===== src/rtl/seq_multiplier_n.sv =====
// Sequential shift-add multiplier, WIDTH x WIDTH -> 2*WIDTH, with Start/Done/Ack handshake.
// Optional macro MULT_SIGNED_EN adds the Signed port for two's-complement operands.
module seq_multiplier_n #(
  parameter int WIDTH          = 8,
  parameter bit HOLD_UNTIL_ACK = 1'b1
) (
  input  logic               Clock,
  input  logic               Reset,
  input  logic               Start,
  input  logic               Ack,
  input  logic [WIDTH-1:0]   Multiplier_Q,
  input  logic [WIDTH-1:0]   Multiplier_R,
`ifdef MULT_SIGNED_EN
  input  logic               Signed,
`endif
  output logic [2*WIDTH-1:0] Multiplier_P,
  output logic               Busy,
  output logic               Done
);

  localparam int CNT_W = $clog2(WIDTH + 1);

  localparam logic [1:0] ST_IDLE = 2'd0;
  localparam logic [1:0] ST_CALC = 2'd1;
  localparam logic [1:0] ST_DONE = 2'd2;

  logic [1:0]       state;
  logic [WIDTH-1:0] acc;
  logic [WIDTH-1:0] q_reg;
  logic [WIDTH-1:0] r_reg;
  logic [CNT_W-1:0] cnt;
  logic             sgn;

  logic             last_step;
  logic             ext_acc;
  logic             ext_r;
  logic [WIDTH:0]   sum;
  logic [WIDTH-1:0] acc_nxt;
  logic [WIDTH-1:0] q_nxt;

`ifdef MULT_SIGNED_EN
  always_ff @(posedge Clock or negedge Reset) begin
    if (!Reset) begin
      sgn <= 1'b0;
    end else if (state == ST_IDLE && Start) begin
      sgn <= Signed;
    end
  end
`else
  assign sgn = 1'b0;
`endif

  // One shift-add step; the extension bit is the carry when unsigned, the sign when signed.
  // In signed mode the final step weighs Q's MSB negatively, so R is subtracted.
  always_comb begin
    last_step = (cnt == CNT_W'(WIDTH - 1));
    ext_acc   = sgn & acc[WIDTH-1];
    ext_r     = sgn & r_reg[WIDTH-1];
    sum       = {ext_acc, acc};
    if (q_reg[0]) begin
      if (sgn && last_step) begin
        sum = {ext_acc, acc} - {ext_r, r_reg};
      end else begin
        sum = {ext_acc, acc} + {ext_r, r_reg};
      end
    end
    acc_nxt = sum[WIDTH:1];
    q_nxt   = {sum[0], q_reg[WIDTH-1:1]};
  end

  always_ff @(posedge Clock or negedge Reset) begin
    if (!Reset) begin
      state        <= ST_IDLE;
      acc          <= '0;
      q_reg        <= '0;
      r_reg        <= '0;
      cnt          <= '0;
      Multiplier_P <= '0;
    end else begin
      case (state)
        ST_IDLE: begin
          if (Start) begin
            q_reg <= Multiplier_Q;
            r_reg <= Multiplier_R;
            acc   <= '0;
            cnt   <= '0;
            state <= ST_CALC;
          end
        end
        ST_CALC: begin
          acc   <= acc_nxt;
          q_reg <= q_nxt;
          cnt   <= cnt + CNT_W'(1);
          if (last_step) begin
            Multiplier_P <= {acc_nxt, q_nxt};
            state        <= ST_DONE;
          end
        end
        ST_DONE: begin
          if (!HOLD_UNTIL_ACK || Ack) begin
            state <= ST_IDLE;
          end
        end
        default: state <= ST_IDLE;
      endcase
    end
  end

  assign Busy = (state == ST_CALC);
  assign Done = (state == ST_DONE);

endmodule


===== config.mk =====
export PLATFORM = sky130hd
export DESIGN_NAME = seq_multiplier_n
export DESIGN_NICKNAME = d
export VERILOG_FILES = /design/src/rtl/seq_multiplier_n.sv
export SDC_FILE = /design/constraint.sdc
export NUM_CORES = 1
export LEC_CHECK = 0
export ABC_AREA = 1
export BUFFER_PORTS_ARGS = -buffer_cell sky130_fd_sc_hd__buf_2
export CORE_ASPECT_RATIO = 2
export CORE_MARGIN = 3
export CORE_UTILIZATION = 44
export DETAILED_ROUTE_END_ITERATION = 10
export PLACE_DENSITY_LB_ADDON = 0.25
export RECOVER_POWER = 50
export SLEW_MARGIN = 30
export SYNTH_ARGS = -nofsm -noshare
export SYNTH_HDL_FRONTEND = slang
export SYNTH_SLANG_ARGS = --single-unit

===== constraint.sdc =====
create_clock -name Clock -period 2.25 [get_ports Clock]
set_input_delay 0.225 -clock Clock [delete_from_list [all_inputs] [get_ports Clock]]
set_output_delay 0.225 -clock Clock [all_outputs]
set_load 0.01 [all_outputs]

Word level (Yosys, flattened, before mapping)
Index checks and enable logic that the tools add are counted.

Add/sub/neg operators: 2. Equal/unequal tests: 6. Multiplexer cells: 11. Reductions and logical operators: 6.

Operator list (number): one-hot mux 8 bit (2 select lines) (2); 2-to-1 mux 8 bit (2); adder 8 x 8 -> 9 bit (1); 2-to-1 mux 9 bit (1); one-hot mux 4 bit (2 select lines) (1); 2-to-1 mux 2 bit (3); one-hot mux 2 bit (3 select lines) (1); AND reduction 2 bit (3); adder 4 x 1 -> 4 bit, second input constant (1); == test 4 x 3 -> 1 bit, second input constant (1); 2-to-1 mux 4 bit (1); inequality test 2 bit, second input constant (2); AND reduction 3 bit (1); == test 2 x 1 -> 1 bit, second input constant (1); == test 2 bit, second input constant (1); logical NOT 2 bit (1); inequality test 2 x 1 -> 1 bit, second input constant (1); nonzero test 2 bit (1).

Register bits: 46. Output and inout port bits: 18. Logic and storage cells: 31.

Logic depth before layout (Yosys ltp)
Depth after elaboration: 3. Depth in mapped cells: 10. Depth with buffers taken out: 10.

Least setup slack after synthesis
No wires, ideal clock.

Path kind: register to register. Start point: reg acc[0]. End point: reg Multiplier_P[13]. Setup time: 117 ps. Arrival time: 1489 ps. Data required time: 2133 ps. Path slack: 643 ps. Cell stages (with the launch flop): 11. Path buffers: 0. Clock period less this slack: 1607 ps. Cell sequence: dfrtp_1 -> ha_1 -> fa_1 -> nand2_1 -> nand2_1 -> nand3b_1 -> nand2_1 -> nand2_1 -> nand3_1 -> nand3_1 -> nand2_1.

Cells in the longest elaborated chain, start to end: 2.

RTL lines: start: declaration (line 28) `logic [WIDTH-1:0] acc;`; start signal: assignment (line 91) `acc <= acc_nxt;`; adder 8 x 8 -> 9 bit (line 64) `sum = {ext_acc, acc} + {ext_r, r_reg};`; 2-to-1 mux 9 bit (line 60) `if (q_reg[0]) begin`; end signal: assignment (line 95) `Multiplier_P <= {acc_nxt, q_nxt};`; end: declaration (line 16) `output logic [2*WIDTH-1:0] Multiplier_P,`.

Every way passes these cells. A chain may end at the register's enable or synchronous reset.

Worst setup path after layout
Start point: reg acc[0]. End point: reg acc[3].

Cells in the longest elaborated chain, start to end: 3.

RTL lines: adder 8 x 8 -> 9 bit (line 64); 2-to-1 mux 9 bit (line 60); one-hot mux 8 bit (2 select lines) (line 80) `case (state)`.

Every way passes these cells.

==> flow_metrics.py <==
metrics = {
    "setup_path": {
        "worst-path-max-fanout": 3,
        "r2r-end": "acc[3]",
        "cp.arrival_ps": 1980,
        "start_kind": "flip-flop",
        "critPathKind": "reg2reg",
        "reg2reg_slack_ps": 490,
        "worstPathRequired_ps": 2470,
        "end_kind": "flip-flop",
        "r2r-start": "acc[0]",
        "rr_worst_depth": 9,
    },
    "clock_tree": {
        "cts.clk_slew.worst_paths_ps": 90,
        "cts_buffers": 5,
        "htreeDepth": 2,
        "clock_sinks": 46,
        "tritoncts": "yes",
        "root_buffer": "clkbuf_8",
        "cts_resized": 0,
        "cts.path.max_buffers": 2,
        "clk_latency_ps": 300,
    },
    "sta": {
        "period_needed_ps": 1760,
        "rsz0062_at_grt": "false",
        "hold_viol_final": 0,
        "setup_viol": 0,
        "worst_pin_slew_ps": 855,
        "skew_ps": 9.71,
        "final.setup.tns_ps": 0,
        "fin_crit_sh_pct": 78.2,
        "fmax_ghz": 0.568,
        "maxSlewViolCount": 0,
        "relSlewSlack_pct": 43.0,
    },
    "global_routing": {
        "track_usage_pct": 18.6,
        "grt_max_degree": 21,
        "grt_pass1_wl_microns": 8830,
        "grt_use_met1_pct": 21.5,
        "grt_pass1_vias": 1899,
        "antenna_found_initial": 0,
        "grt_use_met3_pct": 2.15,
        "busiest_layer": "met2",
        "grt_overflow": 0,
        "groute.layer.met2.usage_pct": 33.6,
    },
    "min_path": {
        "hold_depth": 2,
        "hp-class": "in2reg",
        "holdPathEnd": "state[1]",
        "holdCritStartpoint": "Ack",
    },
    "finish": {
        "fin_cells": 366,
        "syn2layout_area_growth_pct": 14.4,
        "postLayoutCoreUtil_pct": 53.3,
        "drive_above_1_share_pct": 20.7,
        "final_cell_mix": "nand2_1, dfrtp_1, buf_2",
        "layout_commonest_cell": "nand2_1",
        "num-nets-final": 338,
        "regMostFlops": "Multiplier_P",
        "largest_reg_flops": 16,
        "diodes": 0,
    },
    "synth": {
        "ys_seq_area_share_pct": 49.9,
        "synth_area_sq_um": 2310,
        "synthArstFlopShare_pct": 100,
        "synth.avg_cell_area_sq_um": 8.71,
        "yosysWarnings": 0,
        "yosys_most_used_dff": "dfrtp_1",
        "syn_inst": 265,
        "synth-edff-count": 0,
        "synth-seq-cells": 46,
        "synth_cell_types": 29,
        "syn-num-nets": 295,
    },
    "pwr": {
        "p_comb_share_pct": 49.6,
        "swShare_pct": 44.0,
        "p_sw_uw": 1840,
        "leakagePower_uw": 0.00140,
        "intPower_uw": 2350,
        "vdd_drop_max_mv": 1.04,
        "p_per_area_nw_per_um2": 1590,
        "p_clk_share_pct": 14.7,
        "seqPwrFrac_pct": 35.7,
    },
    "floorplan": {
        "rows": 36,
        "coreArea_sq_um": 4950,
        "io_pins": 38,
        "die_h_microns": 108,
        "dieArea_sq_um": 6200,
        "die_w_microns": 57.2,
        "start_util_pct": 46.6,
    },
    "drt": {
        "detail_route.vias_per_cell": 5.10,
        "drtIter0Drc": 49,
        "ant_nets": 0,
        "wl_per_cell_microns": 14.1,
        "first_pass_iters": 4,
        "drc": 0,
        "vias": 1867,
        "routed_wirelength_microns": 5170,
    },
    "status": {
        "status": "complete, no violations",
    },
    "placed_design": {
        "port_buffers": 37,
        "dp_hpwl_microns": 3910,
        "routabilityCongestion": 0.864,
        "dpl.cell_count": 357,
    },
    "run": {
        "cap_violations": 0,
    },
}
-- how the worst max path moves through the flow --
| stage | end | start | slack (ps) | depth (start not counted) |
|---|---|---|---|---|
| after floorplan | Multiplier_P[13] | acc[0] | 640 | 10 |
| after global placement | acc[7] | acc[0] | 550 | 10 |
| after detailed placement | acc[7] | acc[0] | 520 | 10 |
| after CTS | acc[3] | acc[0] | 500 | 9 |
| after global routing | Multiplier_P[11] | acc[0] | 320 | 9 |
| final | acc[3] | acc[0] | 490 | 9 |
-- metal layers --
layer	part of all wire [%]	vias up	wire length [microns]
li1	-	938	-
met1	39	890	2020
met2	56	31	2910
met3	2.4	8	124
met4	2.2	0	116
met5	0	-	0
-- worst max-delay path: stages, from the launching register on --
cell and delay [ps]:
dfrtp_1 390, ha_1 220, fa_1 380, nand2_1 90, nand2_1 80, nand2_1 70, nand2_1 40, nand3_1 90
o21ai_0 120, o21ai_0 190
-- Yosys cell counts, types with 4 or more instances --
library cell / number / area, sq um
ha_1: 9 / 113
o22ai_1: 7 / 43.8
nand2_1: 97 / 364
nand3_1: 21 / 105
a21oi_1: 4 / 20.0
o21ai_2: 6 / 52.6
o21ai_0: 14 / 70.1
nor2_1: 6 / 22.5
a21oi_2: 6 / 52.6
inv_2: 4 / 15.0
dfrtp_1: 46 / 1150
inv_1: 20 / 75.1
or2_2: 4 / 25.0
-- cells by family (layout without fill, tap and decap cells) --
group | count (synthesis) | count (layout) | synth area share (%)
adder cells (fa/ha/maj) | 10 | 10 | 5.75
flip-flops | 46 | 46 | 49.9
AO/OA/AOI/OAI | 40 | 40 | 11.5
buffers and inverters | 32 | 76 | 6.94
AND/OR/NAND/NOR | 137 | 137 | 25.9
-- repair_timing --
item	CTS	global route
hold endpoints to repair	14	0
hold buffers	1	0
setup buffers	0	0
-- per-stage QoR --
| step | hold slack (ps) | worst slack, ps | instance area [sq um] | total power [uW] |
|---|---|---|---|---|
| 3_5_place_dp | 162 | 524 | 2540 | 3630 |
| 4_1_cts | 85.4 | 501 | 2660 | 4250 |
| 3_3_place_gp | 161 | 547 | 2540 | 3570 |
| 5_1_grt | 98.4 | 316 | 2640 | 4610 |
| 6_report | 89.4 | 490 | 2640 | 4190 |
| 2_1_floorplan | -70.6 | 643 | 2310 | 3080 |
-- power by group through the flow --
stage                     clock, uW  combinational, uW  sequential (uW)
after detailed placement          0               2110             1510
after CTS                       633               2120             1500
after global placement            0               2060             1500
after floorplan                   0               1590             1480
final                           617               2080             1500
after global routing            659               2400             1550
-- layout make-up --
class	count	area, sq um
inverter	24	90.1
sequential	46	1150
timing repair buffer	44	221
tap	57	71.3
clock buffer	6	72.6
fill	502	2310
multi-input combinational	187	996
clock inverter	2	37.5
No activity file was read; power rests on OpenSTA's default activity.
